## src/rtl/pkt_read_arbiter_if.sv

```systemverilog
`default_nettype none
// ============================================================================
//  Module      : pkt_read_arbiter_if
//  Description : Bundle of signals between the network_tx read controllers,
//                pkt_read_arbiter and the central buffer memory read port.
//                slave  - the arbiter's view
//                master - the surrounding requesters/memory's view
//  Ports       : iv_pkt_raddr/iv_pkt_rd/ov_pkt_raddr_ack : request side
//                ov_mem_raddr/o_mem_rd                    : memory read strobe
//                iv_mem_data/i_mem_data_wr                : memory return
//                ov_pkt_data/ov_pkt_data_wr               : steered return
//                o_unexp_data_pulse/ov_rr_ptr             : status
//  Revision    : 1.0 - initial release
// ============================================================================
interface pkt_read_arbiter_if #(
  parameter int N_PORT = 4
);
  logic [16*N_PORT-1:0] iv_pkt_raddr;
  logic [N_PORT-1:0]    iv_pkt_rd;
  logic [N_PORT-1:0]    ov_pkt_raddr_ack;
  logic [15:0]          ov_mem_raddr;
  logic                 o_mem_rd;
  logic [133:0]         iv_mem_data;
  logic                 i_mem_data_wr;
  logic [133:0]         ov_pkt_data;
  logic [N_PORT-1:0]    ov_pkt_data_wr;
  logic                 o_unexp_data_pulse;
  logic [2:0]           ov_rr_ptr;

  modport slave (
    input  iv_pkt_raddr, iv_pkt_rd, iv_mem_data, i_mem_data_wr,
    output ov_pkt_raddr_ack, ov_mem_raddr, o_mem_rd,
    output ov_pkt_data, ov_pkt_data_wr, o_unexp_data_pulse, ov_rr_ptr
  );

  modport master (
    output iv_pkt_raddr, iv_pkt_rd, iv_mem_data, i_mem_data_wr,
    input  ov_pkt_raddr_ack, ov_mem_raddr, o_mem_rd,
    input  ov_pkt_data, ov_pkt_data_wr, o_unexp_data_pulse, ov_rr_ptr
  );
endinterface
`default_nettype wire

```

## src/rtl/pkt_read_arbiter.sv

```systemverilog
`default_nettype none
// ============================================================================
//  Module      : pkt_read_arbiter
//  Description : Round-robin arbiter sharing the single read port of the
//                central buffer memory among N_PORT read controllers. One
//                read is granted per cycle; each issued read is tagged with
//                its port and the tag travels RD_LAT stages so the returned
//                line is steered back to the port that asked for it.
//  Ports       : i_clk  - core clock (125 MHz)
//                i_rst  - synchronous active-high reset
//                bus    - pkt_read_arbiter_if.slave (requests, memory strobe,
//                         memory return, steered data, status)
//  Parameters  : N_PORT - requesting ports, 2..8
//                RD_LAT - memory read latency in cycles, 1..4
//  Revision    : 1.0 - initial release
// ============================================================================
module pkt_read_arbiter #(
  parameter int N_PORT = 4,
  parameter int RD_LAT = 2
) (
  input wire                 i_clk,
  input wire                 i_rst,
  pkt_read_arbiter_if.slave  bus
);

  // Grant register
  logic [N_PORT-1:0]   r_ack;
  logic                r_mem_rd;
  logic [15:0]         r_mem_raddr;
  logic [2:0]          r_gnt_idx;
  logic [2:0]          r_rr_ptr;

  // Tag pipeline, stage RD_LAT-1 lines up with i_mem_data_wr
  logic                r_tag_v   [RD_LAT];
  logic [2:0]          r_tag_idx [RD_LAT];

  // Return path
  logic [133:0]        r_pkt_data;
  logic [N_PORT-1:0]   r_pkt_data_wr;
  logic                r_unexp;

  logic [N_PORT-1:0]   w_elig;
  logic [N_PORT-1:0]   w_rot;
  logic                w_found;
  logic [2:0]          w_off;
  logic [3:0]          w_sum;
  logic [2:0]          w_win;
  logic [2:0]          w_ptr_nxt;
  logic [15:0]         w_win_addr;
  logic                w_tail_v;
  logic [2:0]          w_tail_idx;
  logic                w_ret_hit;

  // A port acked this cycle still has rd high; masking it avoids a re-grant
  // of the same request before the requester has had a chance to drop rd.
  assign w_elig = bus.iv_pkt_rd & ~r_ack;

  // Rotate so that bit 0 is the port at rr_ptr; the lowest set bit of the
  // rotated vector is then the round-robin winner's offset from rr_ptr.
  assign w_rot = N_PORT'({w_elig, w_elig} >> r_rr_ptr);

  always_comb begin
    w_found = 1'b0;
    w_off   = 3'd0;
    for (int i = N_PORT - 1; i >= 0; i--) begin
      if (w_rot[i]) begin
        w_found = 1'b1;
        w_off   = 3'(i);
      end
    end
  end

  // Undo the rotation: (rr_ptr + offset) mod N_PORT
  assign w_sum     = {1'b0, r_rr_ptr} + {1'b0, w_off};
  assign w_win     = (w_sum >= 4'(N_PORT)) ? 3'(w_sum - 4'(N_PORT)) : w_sum[2:0];
  assign w_ptr_nxt = (w_win == 3'(N_PORT - 1)) ? 3'd0 : w_win + 3'd1;

  always_comb begin
    w_win_addr = 16'd0;
    for (int i = 0; i < N_PORT; i++) begin
      if (w_win == 3'(i)) begin
        w_win_addr = bus.iv_pkt_raddr[16*i +: 16];
      end
    end
  end

  assign w_tail_v   = r_tag_v[RD_LAT-1];
  assign w_tail_idx = r_tag_idx[RD_LAT-1];
  assign w_ret_hit  = bus.i_mem_data_wr & w_tail_v;

  always_ff @(posedge i_clk) begin
    if (i_rst) begin
      r_ack         <= '0;
      r_mem_rd      <= 1'b0;
      r_mem_raddr   <= 16'd0;
      r_gnt_idx     <= 3'd0;
      r_rr_ptr      <= 3'd0;
      for (int s = 0; s < RD_LAT; s++) begin
        r_tag_v[s]   <= 1'b0;
        r_tag_idx[s] <= 3'd0;
      end
      r_pkt_data    <= '0;
      r_pkt_data_wr <= '0;
      r_unexp       <= 1'b0;
    end else begin
      r_mem_rd <= w_found;
      r_ack    <= w_found ? (N_PORT'(1) << w_win) : '0;
      if (w_found) begin
        r_mem_raddr <= w_win_addr;
        r_gnt_idx   <= w_win;
        r_rr_ptr    <= w_ptr_nxt;
      end

      // The read on the memory strobe this cycle enters the tag pipeline
      r_tag_v[0]   <= r_mem_rd;
      r_tag_idx[0] <= r_gnt_idx;
      for (int s = 1; s < RD_LAT; s++) begin
        r_tag_v[s]   <= r_tag_v[s-1];
        r_tag_idx[s] <= r_tag_idx[s-1];
      end

      // A valid tail without returning data is simply shifted out.
      r_pkt_data_wr <= w_ret_hit ? (N_PORT'(1) << w_tail_idx) : '0;
      if (w_ret_hit) begin
        r_pkt_data <= bus.iv_mem_data;
      end
      r_unexp <= bus.i_mem_data_wr & ~w_tail_v;
    end
  end

  assign bus.ov_pkt_raddr_ack   = r_ack;
  assign bus.o_mem_rd           = r_mem_rd;
  assign bus.ov_mem_raddr       = r_mem_raddr;
  assign bus.ov_pkt_data        = r_pkt_data;
  assign bus.ov_pkt_data_wr     = r_pkt_data_wr;
  assign bus.o_unexp_data_pulse = r_unexp;
  assign bus.ov_rr_ptr          = r_rr_ptr;

endmodule
`default_nettype wire

```

## src/flat_wrapper.sv

```systemverilog
// flat-port wrapper written by rule: the top's interface ports become plain ports
module pkt_read_arbiter_flat 
#(
  parameter int N_PORT = 4,
  parameter int RD_LAT = 2
)
  (i_clk, i_rst, bus_iv_pkt_raddr, bus_iv_pkt_rd, bus_iv_mem_data, bus_i_mem_data_wr, bus_ov_pkt_raddr_ack, bus_ov_mem_raddr, bus_o_mem_rd, bus_ov_pkt_data, bus_ov_pkt_data_wr, bus_o_unexp_data_pulse, bus_ov_rr_ptr);
  pkt_read_arbiter_if #(.N_PORT(N_PORT)) bus_i ();
  input wire i_clk;
  input wire i_rst;
  input wire logic [$bits(bus_i.iv_pkt_raddr)-1:0] bus_iv_pkt_raddr;
  input wire logic [$bits(bus_i.iv_pkt_rd)-1:0] bus_iv_pkt_rd;
  input wire logic [$bits(bus_i.iv_mem_data)-1:0] bus_iv_mem_data;
  input wire logic [$bits(bus_i.i_mem_data_wr)-1:0] bus_i_mem_data_wr;
  output wire logic [$bits(bus_i.ov_pkt_raddr_ack)-1:0] bus_ov_pkt_raddr_ack;
  output wire logic [$bits(bus_i.ov_mem_raddr)-1:0] bus_ov_mem_raddr;
  output wire logic [$bits(bus_i.o_mem_rd)-1:0] bus_o_mem_rd;
  output wire logic [$bits(bus_i.ov_pkt_data)-1:0] bus_ov_pkt_data;
  output wire logic [$bits(bus_i.ov_pkt_data_wr)-1:0] bus_ov_pkt_data_wr;
  output wire logic [$bits(bus_i.o_unexp_data_pulse)-1:0] bus_o_unexp_data_pulse;
  output wire logic [$bits(bus_i.ov_rr_ptr)-1:0] bus_ov_rr_ptr;
  assign bus_i.iv_pkt_raddr = bus_iv_pkt_raddr;
  assign bus_i.iv_pkt_rd = bus_iv_pkt_rd;
  assign bus_i.iv_mem_data = bus_iv_mem_data;
  assign bus_i.i_mem_data_wr = bus_i_mem_data_wr;
  assign bus_ov_pkt_raddr_ack = bus_i.ov_pkt_raddr_ack;
  assign bus_ov_mem_raddr = bus_i.ov_mem_raddr;
  assign bus_o_mem_rd = bus_i.o_mem_rd;
  assign bus_ov_pkt_data = bus_i.ov_pkt_data;
  assign bus_ov_pkt_data_wr = bus_i.ov_pkt_data_wr;
  assign bus_o_unexp_data_pulse = bus_i.o_unexp_data_pulse;
  assign bus_ov_rr_ptr = bus_i.ov_rr_ptr;
  pkt_read_arbiter #(.N_PORT(N_PORT), .RD_LAT(RD_LAT)) u_core (.i_clk(i_clk), .i_rst(i_rst), .bus(bus_i));
endmodule
```

## config.mk

```make
export PLATFORM = sky130hd
export DESIGN_NAME = pkt_read_arbiter_flat
export DESIGN_NICKNAME = d
export VERILOG_FILES = /design/src/rtl/pkt_read_arbiter_if.sv /design/src/rtl/pkt_read_arbiter.sv /design/src/flat_wrapper.sv
export SDC_FILE = /design/constraint.sdc
export NUM_CORES = 1
export LEC_CHECK = 0
export BUFFER_PORTS_ARGS = -buffer_cell sky130_fd_sc_hd__buf_4
export CAP_MARGIN = 20
export CORE_AREA = 5 5 141 143
export DETAILED_ROUTE_END_ITERATION = 8
export DIE_AREA = 0 0 146 148
export PLACE_DENSITY = 0.78
export SYNTH_ARGS = -nofsm -noshare
export SYNTH_HDL_FRONTEND = slang
export SYNTH_SLANG_ARGS = --single-unit
export TNS_END_PERCENT = 30
```

## constraint.sdc

```tcl
create_clock -name i_clk -period 3.39 [get_ports i_clk]
set_input_delay 0.678 -clock i_clk [delete_from_list [all_inputs] [get_ports i_clk]]
set_output_delay 0.678 -clock i_clk [all_outputs]
set_load 0.05 [all_outputs]
```

* After elaboration in Yosys (flattened, before gate mapping)
Memories as Yosys holds them, arrays and structs flattened.
Index checks and enable logic that the tools add are counted.
W data, S select, Z words.
** Storage, ports and cells
- Flip-flop bits (word level) :: 166
- RAM bits :: 8
- Input bits :: 205
- Output and inout port bits :: 163
- Word-level logic and storage cells :: 55
- Memories :: 2
** Cells by class
- Add/sub/neg operators :: 3
- Order comparisons :: 1
- Equality and inequality tests :: 3
- Shift-type cells :: 3
- Muxes and demuxes :: 21
- Bitwise logic cells :: 11
- Reduce and logical (&&, ||, !) cells :: 3
** Memory list
- u_core.r_tag_idx :: words 2, width 3, read ports 2, clocked after memory_dff 0, wr ports 2, RTL line pkt_read_arbiter.sv:35 : logic [2:0] r_tag_idx [RD_LAT];
- u_core.r_tag_v :: words 2, width 1, read ports 2, clocked after memory_dff 0, wr ports 2, RTL line pkt_read_arbiter.sv:34 : logic r_tag_v [RD_LAT];
** Operators with widths (number)
- $mux W16 :: 4
- $mux W3 :: 4
- $mux W1 :: 9
- $mux W2 :: 4
- $shl A1 B3 Y4 const A :: 2
- $shr A8 B3 Y4 :: 1
- $eq A3 B2 Y1 const B :: 2
- $add A3 B2 Y4 :: 1
- $and A4 B4 Y4 :: 1
- $ge A4 B3 Y1 const B :: 1
- $not A4 Y4 :: 1
- $or A1 B1 Y1 :: 4
- $reduce_or A2 Y1 :: 2
- $add A3 B1 Y3 const B :: 1
- $eq A3 B1 Y1 const B :: 1
- $logic_not A3 Y1 :: 1
- $not A1 Y1 :: 3
- $sub A3 B3 Y3 const B :: 1
- $and A1 B1 Y1 :: 2

* Depth between registers and ports, before layout
- Depth in word-level cells :: 15
- Gate-level depth with buffers :: 16
- Gate-level depth less buffers :: 12

* Least setup slack after synthesis
OpenSTA, ideal clock, no wires.
- Kind :: register to register
- From :: register u_core.r_rr_ptr[0], in the netlist u_core.bus.ov_rr_ptr[0]
- To :: register u_core.r_mem_raddr[11], in the netlist u_core.bus.ov_mem_raddr[11]
- Setup time :: 69 ps
- Arrival :: 3506 ps
- Data required time :: 3321 ps
- Slack :: -185 ps
- Cell stages (with the launch flop) :: 17
- Path buffers :: 5
- Clock period less this slack :: 3575 ps
- Path through :: dfxtp_1 buf_6 nor3b_2 or3_1 buf_2 buf_6 nor2_1 o2bb2ai_1 fa_1 inv_1 ha_1 clkbuf_1 buf_2 nand3b_1 a221oi_1 o221ai_1 o21ai_1
** On the way
- Longest elaborated chain between the ends :: 13
- Elaborated cells on any way between the ends :: 21
- Those cells by class :: add/sub (2); order compare (1); eq/ne (3); shift (1); mux (13); reduce/logical (1)
** Ends and longest elaborated chain
- start: declaration :: RTL line pkt_read_arbiter.sv:31 : logic [2:0] r_rr_ptr;
- start signal: assignment :: RTL line pkt_read_arbiter.sv:111 : r_rr_ptr <= w_ptr_nxt;
- $shr A8 B3 Y4 :: RTL line pkt_read_arbiter.sv:60 : assign w_rot = N_PORT'({w_elig, w_elig} >> r_rr_ptr);
- $mux W2 (4 in a row) :: RTL line pkt_read_arbiter.sv:66 : if (w_rot[i]) begin
- $add A3 B2 Y4 (*) :: RTL line pkt_read_arbiter.sv:74 : assign w_sum = {1'b0, r_rr_ptr} + {1'b0, w_off};
- named net u_core.w_sum[1] :: RTL line pkt_read_arbiter.sv:46 : logic [3:0] w_sum;
- $ge A4 B3 Y1 or $sub A3 B3 Y3 (tied branches) :: RTL line pkt_read_arbiter.sv:75 : assign w_win = (w_sum >= 4'(N_PORT)) ? 3'(w_sum - 4'(N_PORT)) : w_sum[2:0];
- $mux W3 (*) :: RTL line pkt_read_arbiter.sv:75
- $logic_not A3 Y1 :: RTL line pkt_read_arbiter.sv:81 : if (w_win == 3'(i)) begin
- $mux W16 (3 in a row) :: RTL line pkt_read_arbiter.sv:81
- $mux W16 (*) :: RTL line pkt_read_arbiter.sv:81
- end signal: assignment :: RTL line pkt_read_arbiter.sv:109 : r_mem_raddr <= w_win_addr;
- end: declaration :: RTL line pkt_read_arbiter.sv:29 : logic [15:0] r_mem_raddr;
The timed path passes the listed nets; every way through them passes the cells marked *.
A chain may end at the register's enable or synchronous reset.

* Worst setup path in the final report
- From :: register u_core.r_rr_ptr[0], in the netlist u_core.bus.ov_rr_ptr[0]
- To :: register u_core.r_mem_raddr[8], in the netlist u_core.bus.ov_mem_raddr[8]
The elaborated chain is that of the path after synthesis.

==> results.ini <==
[run_status]
outcome=finished, final reports clean

[critical_path]
timing.rr.start=u_core.bus.ov_rr_ptr[0]$_SDFFE_PP0N_
reg2reg_to=u_core.bus.ov_mem_raddr[8]$_SDFFE_PP0N_
rr_worst_depth=13
cp_max_fo=32
path_class=flip-flop to flip-flop
crit_start=u_core.bus.ov_rr_ptr[0]$_SDFFE_PP0N_
rrSetupSlack_ps=220
startpoint_type=flip-flop
critical_path_required_ps=3740
worstSetupEndpointType=flip-flop
cp-endpoint=u_core.bus.ov_mem_raddr[8]$_SDFFE_PP0N_
cp.arrival_ps=3520

[timing]
finalCriticalPeriod_ps=3170
worst_slew_pin_slew_ps=934
slew_violations=0
fin_skew_ps=10.4
setup_slack_ps=221
hold_viol=0
setup_violations=0
rsz0062_at_grt=false
maxSlewHeadroom=0.377
fmax_ghz=0.316
period_share=0.935

[synthesis]
synth.area.top_cells=dfxtp_1, nand2_1, a21oi_1
ys_types=42
yosys.area.top_type=dfxtp_1
yosysWarnings=0
syn_inst=854
syn_nets=1066
synthAdderAreaFrac=0.0139
synthMuxAreaShare=0.00220
synth_area_um2=6830
synth-seq-cells=174
synth_compound_area_frac=0.186
synth_xor_xnor_area_share=0
async_flop_share=0
synth-simple-area-share=0.234
synth-edff-count=0
synth_top_area_frac=0.510
synth_area_per_cell_um2=8.00
synth_ff_type=dfxtp_1
seq_area_frac_synth=0.510
synth_top_family_by_area=simple AND/OR/NAND/NOR gates

[min_path]
hp-class=flip-flop to flip-flop

[clock_tree]
clkLatencyLatePin_ps=420
cts_sinks=174
cts_root_buffer=clkbuf_16
cts_buffers=17
htreeDepth=4
cts_resized=0
clk_pin_slew_ps=70
cts_hold_buf=0
cts_tree=built
cts_setup_buffers=0
clockBufferDepth=2

[detailed_routing]
drc_errors=0
first_iter_violations=338
wire_per_inst_um=15.9
antenna_left=0
wirelength_mm=22.9
dr.pass1.iters=5
via_per_inst=5.00
num_vias=7194

[grt]
grt_pass1_wl_mm=35.7
grt_pass1_vias=6933
track_usage=0.202
grt_max_degree=81
grt-ovfl-total=0
antenna_found_initial=0

[power]
peakVddDrop_uv=851
power_leakage_nw=4.50
p_total_mw=7.34
power-per-cell-area_nw_per_um2=703

[final_layout]
final_nets=1405
syn_to_final_growth_pct=52.9
diodes=0
drive_above_1_share=0.359

[place]
routabilityCongestion=0.901
dp.final_hpwl_mm=17.0
dp_slack_ps=-122
port_buffers=367

[floorplan]
die_area_um2=21600
initial_core_util=0.370
die_h_um=148
core-area_um2=18500
dieWidth_um=146
ios=368
row_count=50

[run]
maxCapViolations=0

-- cell usage in the layout (no fill, tap or decap), types with 3 or more instances in the layout --
master | synthesis | layout
nor3_1 | 4 | 4
o221ai_1 | 16 | 16
o21ai_0 | 4 | 4
buf_12 | 0 | 6
a21oi_1 | 158 | 158
nor2_1 | 5 | 5
nand3b_1 | 16 | 16
a221oi_1 | 16 | 16
nand3_1 | 6 | 6
nand2_1 | 290 | 289
buf_4 | 0 | 382
ha_1 | 6 | 6
inv_1 | 19 | 18
and4_1 | 3 | 3
dfxtp_1 | 174 | 173
clkinvlp_4 | 0 | 3
and2_1 | 17 | 16
nor2b_1 | 11 | 10
clkbuf_16 | 0 | 17
inv_8 | 0 | 3
bufinv_16 | 0 | 3
o21ai_1 | 17 | 17
-- routing by layer --
metal  global-route usage  wire length (um)  share of wire
met4               0.0837               706          0.031
met5                    0                 0              0
met1                0.234              9030           0.39
met2                0.341             11100           0.48
met3               0.0690              2140          0.093
-- worst max-delay path, stage by stage (launching register included) --
cell	delay, ps
dfxtp_2	400
nor3b_2	300
a211o_1	150
nand2_1	50
a31o_2	260
ha_1	210
fa_1	570
inv_2	50
ha_1	210
buf_12	170
nand3b_1	170
a221oi_1	280
o221ai_1	170
o21ai_1	100
-- power breakdown --
group	internal [mW]	switching, mW	leakage (nW)	total [mW]
registers	2.21	0.123	1.41	2.33
logic	1.30	1.68	2.80	2.98
clock network	1.18	0.853	0.289	2.03
-- cells by family after synthesis --
kind of cell,count (synthesis)
muxes,1
buffers and inverters,88
DFF,174
AOI/OAI and AO/OA,221
adders and majority gates,7
and+or+nand+nor,363
-- flip-flops by register name (all words and copies together) (netlist names) --
register and flops:
u_core.bus.o_mem_rd 1, u_core.bus.o_unexp_data_pulse 1, u_core.bus.ov_mem_raddr 16, u_core.bus.ov_pkt_data 134, u_core.bus.ov_pkt_data_wr 4, u_core.bus.ov_pkt_raddr_ack 4
u_core.bus.ov_rr_ptr 3, u_core.r_gnt_idx 3, u_core.r_tag_idx 6, u_core.r_tag_v 2
-- worst min path at each step --
stage	start	to	slack, ps	cells after the start
after floorplan	u_core.r_tag_v[0][1]$_SDFF_PP0_	u_core.bus.o_unexp_data_pulse$_SDFF_PP0_	410	1
after global placement	u_core.r_tag_v[0][0]$_SDFF_PP0_	u_core.r_tag_v[0][1]$_SDFF_PP0_	420	1
after detailed placement	u_core.r_tag_idx[0][0]$_SDFF_PP0_	u_core.r_tag_idx[0][3]$_SDFF_PP0_	430	1
after CTS	u_core.r_tag_idx[0][0]$_SDFF_PP0_	u_core.r_tag_idx[0][3]$_SDFF_PP0_	440	1
after global routing	u_core.r_tag_idx[0][4]$_SDFF_PP0_	u_core.bus.ov_pkt_data_wr[1]$_SDFF_PP0_	460	1
final	u_core.r_tag_idx[0][4]$_SDFF_PP0_	u_core.bus.ov_pkt_data_wr[1]$_SDFF_PP0_	440	1
-- cell type report --
| cell class | count | area (um2) |
|---|---|---|
| fill | 1707 | 8010 |
| sequential | 174 | 3480 |
| multi-input combinational | 592 | 3000 |
| timing repair buffer | 388 | 2990 |
| clock buffer | 18 | 429 |
| tap | 234 | 293 |
| clock inverter | 13 | 181 |
| inverter | 20 | 75.1 |
-- stage by stage --
| step | area [um2] | hold WS [ps] | std cells | utilization | TNS (ps) |
|---|---|---|---|---|---|
| final | 10400 | 436 | 1439 | 0.566 | 0 |
| after global routing | 10400 | 462 | 1439 | 0.566 | 0 |
| after CTS | 10400 | 441 | 1439 | 0.566 | 0 |
| after detailed placement | 9840 | 426 | 1408 | 0.533 | -1420 |
| after global placement | 9840 | 421 | 1408 | 0.533 | -274 |
| after floorplan | 6840 | 412 | 854 | - | 0 |
-- cells in the mapped netlist (2+ instances only) --
cell and n:
and2_1 17, nor2_1 5, o21ai_0 4, nand3_1 6, dfxtp_1 174, o21ai_1 17, buf_1 6, a221oi_1 16
buf_6 4, inv_1 19, and4_1 3, nor3_1 4, nand2_1 290, o221ai_1 16, nand3b_1 16, ha_1 6
clkbuf_1 52, nor3b_1 2, nor2b_1 11, a21oi_1 158, a21o_1 2, buf_2 6
Power figures use the tool's default switching activity.
